<file path="src/rtl/mux2x1_burst_arbiter_if.sv">
// Bus bundle for mux2x1_burst_arbiter: two burst sources, one sink, grant status.
// The slave modport is the arbiter's view; master is the sources/sink side.
interface mux2x1_burst_arbiter_if #(
    parameter int unsigned WIDTH = 32
);
    logic             a0_valid;
    logic [WIDTH-1:0] a0_data;
    logic             a0_last;
    logic             a0_ready;

    logic             a1_valid;
    logic [WIDTH-1:0] a1_data;
    logic             a1_last;
    logic             a1_ready;

    logic             y_valid;
    logic [WIDTH-1:0] y_data;
    logic             y_last;
    logic             y_ready;

    logic             s;
    logic             busy;

    modport slave (
        input  a0_valid, a0_data, a0_last,
        output a0_ready,
        input  a1_valid, a1_data, a1_last,
        output a1_ready,
        output y_valid, y_data, y_last,
        input  y_ready,
        output s, busy
    );

    modport master (
        output a0_valid, a0_data, a0_last,
        input  a0_ready,
        output a1_valid, a1_data, a1_last,
        input  a1_ready,
        input  y_valid, y_data, y_last,
        output y_ready,
        input  s, busy
    );
endinterface

</file>
<file path="src/rtl/mux2x1_burst_arbiter.sv">
// Two-source burst arbiter: grants one source for a whole burst (ended by a
// last-beat handshake) and rotates priority round-robin between bursts.
// Optional build macro MUX2X1_ARB_FIXED_PRIORITY_EN: source 0 wins every tie.
module mux2x1_burst_arbiter #(
    parameter int unsigned WIDTH = 32
) (
    input  logic                    clk,
    input  logic                    reset,
    mux2x1_burst_arbiter_if.slave   bus
);

    typedef enum logic [1:0] {
        ST_IDLE = 2'd0,
        ST_GNT0 = 2'd1,
        ST_GNT1 = 2'd2
    } state_t;

    state_t           r_state;
    state_t           w_state_nxt;
    logic             r_s;
    logic             w_s_nxt;
    logic             r_last_gnt;
    logic             w_last_gnt_nxt;
    logic             r_busy;
    logic             w_arb;
    logic             w_any;
    logic             w_winner;
    logic [WIDTH-1:0] w_y_data;

    // Pick the winner among the sources valid this cycle
    always_comb begin
        w_any    = bus.a0_valid | bus.a1_valid;
        w_winner = 1'b0;
        if (bus.a0_valid && bus.a1_valid) begin
`ifdef MUX2X1_ARB_FIXED_PRIORITY_EN
            w_winner = 1'b0;
`else
            w_winner = ~r_last_gnt;
`endif
        end else begin
            w_winner = bus.a1_valid;
        end
    end

    // Next state: arbitrate in IDLE and on the last-beat handshake of a burst
    always_comb begin
        w_state_nxt    = r_state;
        w_s_nxt        = r_s;
        w_last_gnt_nxt = r_last_gnt;
        w_arb          = 1'b0;
        unique case (r_state)
            ST_IDLE: w_arb = 1'b1;
            ST_GNT0: w_arb = bus.a0_valid & bus.y_ready & bus.a0_last;
            ST_GNT1: w_arb = bus.a1_valid & bus.y_ready & bus.a1_last;
            default: w_arb = 1'b1;
        endcase
        if (w_arb) begin
            if (w_any) begin
                w_state_nxt    = w_winner ? ST_GNT1 : ST_GNT0;
                w_s_nxt        = w_winner;
                w_last_gnt_nxt = w_winner;
            end else begin
                w_state_nxt    = ST_IDLE;
                w_s_nxt        = 1'b0;
            end
        end
    end

    // State, select, priority pointer and busy registers
    always_ff @(posedge clk) begin
        if (reset) begin
            r_state    <= ST_IDLE;
            r_s        <= 1'b0;
            r_last_gnt <= 1'b1;
            r_busy     <= 1'b0;
        end else begin
            r_state    <= w_state_nxt;
            r_s        <= w_s_nxt;
            r_last_gnt <= w_last_gnt_nxt;
            r_busy     <= (w_state_nxt != ST_IDLE);
        end
    end

    // Combinational handshake routing for the granted source
    always_comb begin
        bus.y_valid  = 1'b0;
        bus.y_last   = 1'b0;
        bus.a0_ready = 1'b0;
        bus.a1_ready = 1'b0;
        w_y_data     = r_s ? bus.a1_data : bus.a0_data;
        unique case (r_state)
            ST_GNT0: begin
                bus.y_valid  = bus.a0_valid;
                bus.y_last   = bus.a0_last;
                bus.a0_ready = bus.y_ready;
            end
            ST_GNT1: begin
                bus.y_valid  = bus.a1_valid;
                bus.y_last   = bus.a1_last;
                bus.a1_ready = bus.y_ready;
            end
            default: ;
        endcase
    end

    assign bus.y_data = w_y_data;
    assign bus.s      = r_s;
    assign bus.busy   = r_busy;

endmodule
</file>
<file path="src/flat_wrapper.sv">
// flat-port wrapper written by rule: the top's interface ports become plain ports
module mux2x1_burst_arbiter_flat 
#(
    parameter int unsigned WIDTH = 32
)
  (clk, reset, bus_a0_valid, bus_a0_data, bus_a0_last, bus_a0_ready, bus_a1_valid, bus_a1_data, bus_a1_last, bus_a1_ready, bus_y_valid, bus_y_data, bus_y_last, bus_y_ready, bus_s, bus_busy);
  mux2x1_burst_arbiter_if #(.WIDTH(WIDTH)) bus_i ();
  input  logic clk;
  input  logic reset;
  input wire logic [$bits(bus_i.a0_valid)-1:0] bus_a0_valid;
  input wire logic [$bits(bus_i.a0_data)-1:0] bus_a0_data;
  input wire logic [$bits(bus_i.a0_last)-1:0] bus_a0_last;
  output wire logic [$bits(bus_i.a0_ready)-1:0] bus_a0_ready;
  input wire logic [$bits(bus_i.a1_valid)-1:0] bus_a1_valid;
  input wire logic [$bits(bus_i.a1_data)-1:0] bus_a1_data;
  input wire logic [$bits(bus_i.a1_last)-1:0] bus_a1_last;
  output wire logic [$bits(bus_i.a1_ready)-1:0] bus_a1_ready;
  output wire logic [$bits(bus_i.y_valid)-1:0] bus_y_valid;
  output wire logic [$bits(bus_i.y_data)-1:0] bus_y_data;
  output wire logic [$bits(bus_i.y_last)-1:0] bus_y_last;
  input wire logic [$bits(bus_i.y_ready)-1:0] bus_y_ready;
  output wire logic [$bits(bus_i.s)-1:0] bus_s;
  output wire logic [$bits(bus_i.busy)-1:0] bus_busy;
  assign bus_i.a0_valid = bus_a0_valid;
  assign bus_i.a0_data = bus_a0_data;
  assign bus_i.a0_last = bus_a0_last;
  assign bus_a0_ready = bus_i.a0_ready;
  assign bus_i.a1_valid = bus_a1_valid;
  assign bus_i.a1_data = bus_a1_data;
  assign bus_i.a1_last = bus_a1_last;
  assign bus_a1_ready = bus_i.a1_ready;
  assign bus_y_valid = bus_i.y_valid;
  assign bus_y_data = bus_i.y_data;
  assign bus_y_last = bus_i.y_last;
  assign bus_i.y_ready = bus_y_ready;
  assign bus_s = bus_i.s;
  assign bus_busy = bus_i.busy;
  mux2x1_burst_arbiter #(.WIDTH(WIDTH)) u_core (.clk(clk), .reset(reset), .bus(bus_i));
endmodule
</file>
<file path="config.mk">
export PLATFORM = sky130hd
export DESIGN_NAME = mux2x1_burst_arbiter_flat
export DESIGN_NICKNAME = d
export VERILOG_FILES = /design/src/rtl/mux2x1_burst_arbiter_if.sv /design/src/rtl/mux2x1_burst_arbiter.sv /design/src/flat_wrapper.sv
export SDC_FILE = /design/constraint.sdc
export NUM_CORES = 1
export LEC_CHECK = 0
export CAP_MARGIN = 10
export CORE_MARGIN = 1.5
export CORE_UTILIZATION = 24
export CTS_BUF_LIST = sky130_fd_sc_hd__clkbuf_8
export DETAILED_ROUTE_END_ITERATION = 7
export PLACE_DENSITY_LB_ADDON = 0.3
export SLEW_MARGIN = 20
export SYNTH_ARGS = -nofsm -noshare
export SYNTH_HDL_FRONTEND = slang
export SYNTH_SLANG_ARGS = --single-unit
</file>
<file path="constraint.sdc">
create_clock -name clk -period 4.7 [get_ports clk]
set_clock_uncertainty 0.05 [all_clocks]
set_input_delay 0.94 -clock clk [delete_from_list [all_inputs] [get_ports clk]]
set_output_delay 0.94 -clock clk [all_outputs]
set_load 0.05 [all_outputs]
</file>
==> results of run 1 <==
synthesized netlist by cell type:
master | number | area share [%]
a2111oi_0 | 1 | 1.3
a21oi_1 | 2 | 1.5
a22oi_1 | 2 | 2.2
a41o_1 | 1 | 1.5
and2_2 | 2 | 2.2
and4_2 | 1 | 1.5
buf_2 | 4 | 3.0
dfxtp_1 | 5 | 15
ha_1 | 2 | 3.7
inv_1 | 3 | 1.7
mux2_2 | 32 | 54
nand2_1 | 2 | 1.1
nand2b_1 | 1 | 0.94
nor2_1 | 4 | 2.2
o2111ai_1 | 2 | 2.6
o21ai_0 | 1 | 0.75
o31a_1 | 1 | 1.3
o31ai_1 | 2 | 2.2
or2_4 | 1 | 1.3
where the power goes:
group	internal [mW]	switching [mW]	total, mW
registers	0.0491	0.00420	0.0533
logic	0.151	0.182	0.333
clock network	0.0558	0.0189	0.0747
worst max path at each step:
stage / slack [ns] / cells after the start / startpoint / to
floorplan: 2.05 / 2 / bus_a1_last / bus_y_last
detailed placement: 1.22 / 4 / bus_a1_valid / bus_y_valid
finish: 1.20 / 4 / bus_a1_valid / bus_y_valid
global placement: 1.22 / 4 / bus_a1_valid / bus_y_valid
global route: 1.10 / 4 / bus_a1_valid / bus_y_valid
CTS: 1.21 / 4 / bus_a1_valid / bus_y_valid
cell type report:
class                           instances  area, µm²  area share [%]
Clock inverter                          1       3.75           0.206
Tap cell                               30       37.5            2.06
Clock buffer                            3       41.3            2.27
Inverter                                3       11.3           0.619
Sequential cell                         5        100            5.50
Timing Repair Buffer                  109       1090            59.8
Multi-Input combinational cell         57        538            29.6
worst register-to-register path: stages, from the launching register on:
cell,delay [ns]
dfxtp_1,0.36
inv_1,0.07
ha_1,0.34
a41o_1,0.26
a2111oi_0,0.45
a21oi_1,0.08
state kept, by name (all words and copies together) (netlist names):
register,flops
u_core.r_state,2
u_core.bus.busy,1
u_core.bus.s,1
u_core.r_last_gnt,1
layer usage:
layer	vias to the layer above	wire length [µm]	track usage, %
li1	479	-	-
met1	455	1230	22.5
met2	51	1810	41.3
met3	0	275	6.28
met4	0	0	2.04
met5	-	0	0
through the flow:
step,utilization (%),hold slack (ns),power [mW]
3_5_place_dp,69.2,0.413,0.387
5_1_grt,70.9,0.477,0.481
2_1_floorplan,-,0.426,0.255
6_report,70.9,0.418,0.461
4_1_cts,70.9,0.418,0.464
3_3_place_gp,69.2,0.403,0.382
cells by family (layout without fill, tap and decap cells):
logic type | Yosys count | in the layout | share of synthesized area [%]
mux | 32 | 32 | 53.8
fa+ha+maj | 2 | 2 | 3.74
compound gates | 12 | 12 | 13.5
simple gates | 11 | 11 | 9.35
buf+inv | 7 | 116 | 4.67
flops | 5 | 5 | 15.0
==> metrics.md, run 1 <==
| Metric | Value |
|---|---|
| Hold Fails Final Rpt | `0` |
| Cts hold-fix bufs | `0` |
| Die X | `55.8 µm` |
| CTS Sinks | `5` |
| Max cap viols | `0` |
| Net count after synthesis | `142` |
| Worst EP arrival | `2.51 ns` |
| Crit path max-delay family | `buffers and inverters` |
| I/O Buffers | `108` |
| Internal reg-to-reg setup slack | `2.96 ns` |
| Cell Area, Synth | `669 µm²` |
| Final setup fails | `0` |
| Worst setup margin | `1.20 ns` |
| Type of the most critical hold path | `reg -> reg` |
| Seq/Total Area, Yosys | `15.0%` |
| Max incr delay on CP | `0.80 ns` |
| Slew @ Worst Pin | `0.525 ns` |
| Fin cells | `208` |
| CP max stage cell | `clkdlybuf4s50_1` |
| Share of layout cells above drive strength 1 | `22.5%` |
| Cell Rows | `18` |
| Post-CTS sizing | `0` |
| Hold path startpoint | `u_core.bus.s$_SDFFE_PP0P_` |
| Vias in the first global route | `1,011` |
| Grt total ovfl | `0` |
| RR Endpoint | `u_core.r_last_gnt$_SDFFE_PP1P_` |
| Vias/cell | `4.74` |
| Worst Reg-to-Reg Cells | `5` |
| VDD IR max | `0.292 mV` |
| Area Overhead vs Synth | `172%` |
| Final design area excluding fillers | `1820 µm²` |
| Nets@finish | `252` |
| CP required | `3.71 ns` |
| First-pass GRT wire length | `5290 µm` |
| Clock latency on the worst-skew pair | `0.21 ns` |
| Drt first pass iters | `4` |
| # fillers | `206` |
| Largest net degree at the start of global routing | `34` |
| Power per cell area | `253 nW/µm²` |
| Final ANT Viol Nets | `0` |
| Ant diodes | `0` |
| Placed Area | `1780 µm²` |
| Placed Cells | `204` |
| Hold-critical path depth | `2` |
| DR vias | `985` |
| Total wire length | `3320 µm` |
| Crit Path Category | `in -> out` |
| Postcts setup bufs | `0` |
| Number of antenna violations at the first check in global routing | `0` |
| Crit path buf inv count | `2` |
| Residual DRC | `0` |
| RSZ-0062 raised after global routing | `false` |
| Die area | `3110 µm²` |
| Initial DRC Count | `22` |
| Max_slew headroom | `64.9%` |
| CTS tree | `yes` |
| Outcome | `completed` |
| Clk root buf | `clkbuf_8` |
| Synth warn | `0` |
| Synth cell types | `19` |
| Most frequent cells in the layout | `108 x clkdlybuf4s50_1, 32 x mux2_2, 5 x dfxtp_1` |
| HPWL Detailed | `2820 µm` |
| Leak | `0.680 nW` |
| Crit path cell chain | `clkdlybuf4s50_1 > a22oi_1 > nor2_1 > clkdlybuf4s50_1` |
| Seq cells post-synth | `5` |
| Num CTS Buffers | `3` |
| Avg Cell Area, Syn | `9.70 µm²` |
| Min Tclk post-route | `3.50 ns` |
| Final TNS setup | `0 ns` |
| Crit share post-route | `74.5%` |
| Critical path peak fanout | `6` |
| Clk slew on worst S/H paths | `0.03 ns` |
| Crit-path most repeated cell | `clkdlybuf4s50_1` |
| Worst reg2reg startpoint | `u_core.r_state[0]$_SDFF_PP0_` |
| Fmax | `286 MHz` |
| CTS max path bufs | `2` |
| Avg WL per Cell | `16.0 µm` |
| WHS Endpoint | `u_core.bus.s$_SDFFE_PP0P_` |
| GR Util All Layers | `21.0%` |
| Initial core utilization | `26.1%` |
| Die Span Y | `55.8 µm` |
| Dpl ws | `1.22 ns` |
| Core ar. | `2570 µm²` |
| Final Wtd Congestion | `0.853` |
| Cells after Synth | `69` |
| Critical path endpoint category | `output pin` |
| I/O pin count | `109` |
| CP Launch Type | `primary input` |
| Commonest non-fill, non-tap cell in the layout | `clkdlybuf4s50_1` |
| Max-slew violation count | `0` |
| H-tree levels | `1` |
Note: power is estimated with default switching activity, not from simulation.
==> run 2: changes to the inputs <==
--- a/config.mk
+++ b/config.mk
@@ -7,7 +7,7 @@
 export LEC_CHECK = 0
 export CAP_MARGIN = 10
 export CORE_MARGIN = 1.5
-export CORE_UTILIZATION = 24
+export CORE_UTILIZATION = 20
 export CTS_BUF_LIST = sky130_fd_sc_hd__clkbuf_8
 export DETAILED_ROUTE_END_ITERATION = 7
 export PLACE_DENSITY_LB_ADDON = 0.3
==> constraint.sdc (replaced) <==
create_clock -name clk -period 3.05 [get_ports clk]
set_clock_uncertainty 0.05 [all_clocks]
set_input_delay 0.61 -clock clk [delete_from_list [all_inputs] [get_ports clk]]
set_output_delay 0.61 -clock clk [all_outputs]
set_load 0.05 [all_outputs]
==> metrics.md, run 2 (same netlist as run 1, synthesis figures left out) <==
| Metric | Value |
|---|---|
| Outcome | `completed` |
| Top reg by flops | `u_core.r_state` |
| Max reg flops | `2` |
| Max-slew violation count | `0` |
| Worst reg2reg startpoint | `u_core.r_state[0]$_SDFF_PP0_` |
| RSZ-0062 raised after global routing | `false` |
| CTS max path bufs | `2` |
| CP required | `2.39 ns` |
| CP Launch Type | `primary input` |
| Die Span Y | `60.9 µm` |
| First-pass GRT wire length | `4020 µm` |
| Slew @ Worst Pin | `0.510 ns` |
| Placed Area | `1700 µm²` |
| Final TNS setup | `0 ns` |
| Hold-critical path depth | `2` |
| Post-CTS sizing | `0` |
| Sequential power share | `11.7%` |
| Total wire length | `3190 µm` |
| Hold WS | `0.410 ns` |
| Clock latency on the worst-skew pair | `0.22 ns` |
| Worst EP arrival | `1.60 ns` |
| RR Endpoint | `u_core.bus.busy$_SDFF_PP0_` |
| Total power | `0.695 mW` |
| Largest net degree at the start of global routing | `34` |
| Max incr delay on CP | `0.57 ns` |
| Initial core utilization | `21.4%` |
| Area Overhead vs Synth | `161%` |
| Power per cell area | `398 nW/µm²` |
| CTS tree | `yes` |
| VDD IR max | `0.295 mV` |
| Type of the most critical hold path | `reg -> reg` |
| Critical path endpoint category | `output pin` |
| Grt total ovfl | `0` |
| Share of layout cells above drive strength 1 | `43.3%` |
| Net Sw Frac | `45.8%` |
| Most frequent cells in the layout | `71 x clkdlybuf4s50_1, 38 x buf_4, 32 x mux2_2` |
| Crit path buf inv count | `2` |
| Ant diodes | `0` |
| Core ar. | `3130 µm²` |
| Worst Reg-to-Reg Cells | `5` |
| Vias in the first global route | `830` |
| Commonest non-fill, non-tap cell in the layout | `clkdlybuf4s50_1` |
| Max_slew headroom | `65.9%` |
| Vias/cell | `4.37` |
| Crit share post-route | `74.1%` |
| Crit Path Category | `in -> out` |
| Crit path cell chain | `clkdlybuf4s50_1 > a22oi_1 > nor2_1 > buf_4` |
| Num CTS Buffers | `3` |
| Clk root buf | `clkbuf_8` |
| I/O Buffers | `108` |
| Final setup fails | `0` |
| Leak | `0.718 nW` |
| Drt first pass iters | `4` |
| Hold Fails Final Rpt | `0` |
| Cell Rows | `20` |
| Initial DRC Count | `21` |
| Gate power share | `71.2%` |
| CTS Sinks | `5` |
| Worst Setup EP | `bus_y_valid` |
| Final Wtd Congestion | `0.729` |
| Hold path startpoint | `u_core.bus.s$_SDFFE_PP0P_` |
| CP max stage cell | `clkdlybuf4s50_1` |
| Postcts setup bufs | `0` |
| HPWL Detailed | `2730 µm` |
| Internal reg-to-reg setup slack | `1.34 ns` |
| Avg WL per Cell | `14.4 µm` |
| Clock power share | `17.1%` |
| Die area | `3700 µm²` |
| Number of antenna violations at the first check in global routing | `0` |
| Max cap viols | `0` |
| Nets@finish | `252` |
| Crit path max-delay family | `buffers and inverters` |
| Final design area excluding fillers | `1750 µm²` |
| Critical path peak fanout | `6` |
| Die X | `60.9 µm` |
| I/O pin count | `109` |
| Pint | `0.376 mW` |
| Cts hold-fix bufs | `0` |
| Logic depth of the worst setup path including buffers | `4` |
| Residual DRC | `0` |
| Clk slew on worst S/H paths | `0.04 ns` |
| P_sw | `0.319 mW` |
| Multi-input gate area | `538 µm²` |
| Post-Route Utilization | `55.8%` |
| Fmax | `442 MHz` |
| Min Tclk post-route | `2.26 ns` |
| Final ANT Viol Nets | `0` |
| GR Util All Layers | `14.5%` |
| H-tree levels | `1` |
| Sequential cell area | `100 µm²` |
| Setup crit start | `bus_a1_valid` |
| # fillers | `279` |
| DR vias | `971` |
-- run 2: cell types whose count changed in the layout (fill, tap and decap cells not counted) --
cell	previous run	this run
buf_4	1	38
clkdlybuf4s50_1	108	71
-- run 2: cell type report --
cell class                      instances  area share (%)
Timing Repair Buffer                  109            57.1
Multi-Input combinational cell         57            30.8
Sequential cell                         5            5.73
Tap cell                               44            3.15
Clock buffer                            3            2.37
Inverter                                3           0.645
Clock inverter                          1           0.215
-- run 2: how the worst min path moves through the flow --
stage / slack, ns / to
finish: 0.41 / u_core.bus.s$_SDFFE_PP0P_
global placement: 0.40 / u_core.bus.s$_SDFFE_PP0P_
detailed placement: 0.41 / u_core.bus.s$_SDFFE_PP0P_
CTS: 0.42 / u_core.bus.s$_SDFFE_PP0P_
global route: 0.46 / u_core.bus.s$_SDFFE_PP0P_
floorplan: 0.43 / u_core.r_state[1]$_SDFF_PP0_
-- run 2: routing by layer --
metal / part of all wire, % / GRT usage (%) / vias up
met3: 9.6 / 4.69 / 3
met1: 37 / 15.7 / 442
li1: - / - / 478
met2: 53 / 27.6 / 48
met4: 0.25 / 2.80 / 0
met5: 0 / 0 / -
-- run 2: power by group through the flow --
| stage | Combinational (mW) | Clock, mW | Sequential, mW |
|---|---|---|---|
| after floorplan | 0.298 | 0 | 0.0944 |
| after global placement | 0.491 | 0 | 0.0818 |
| after detailed placement | 0.496 | 0 | 0.0821 |
| after CTS | 0.498 | 0.122 | 0.0812 |
| after global routing | 0.516 | 0.132 | 0.0822 |
| final | 0.495 | 0.119 | 0.0813 |
-- run 2: worst register-to-register path, delay by kind of cell, from the launching register on --
kind,cells,cell delay [ns]
buffers and inverters,1,0.07
AO/OA/AOI/OAI,2,0.51
flip-flops,1,0.35
adder cells (fa/ha/maj),1,0.34
AND/OR/NAND/NOR,1,0.28
-- run 2: stage by stage --
stage,std cells,setup slack [ns]
global placement,218,0.834
global route,222,0.750
CTS,222,0.799
floorplan,69,0.856
finish,222,0.790
detailed placement,218,0.806
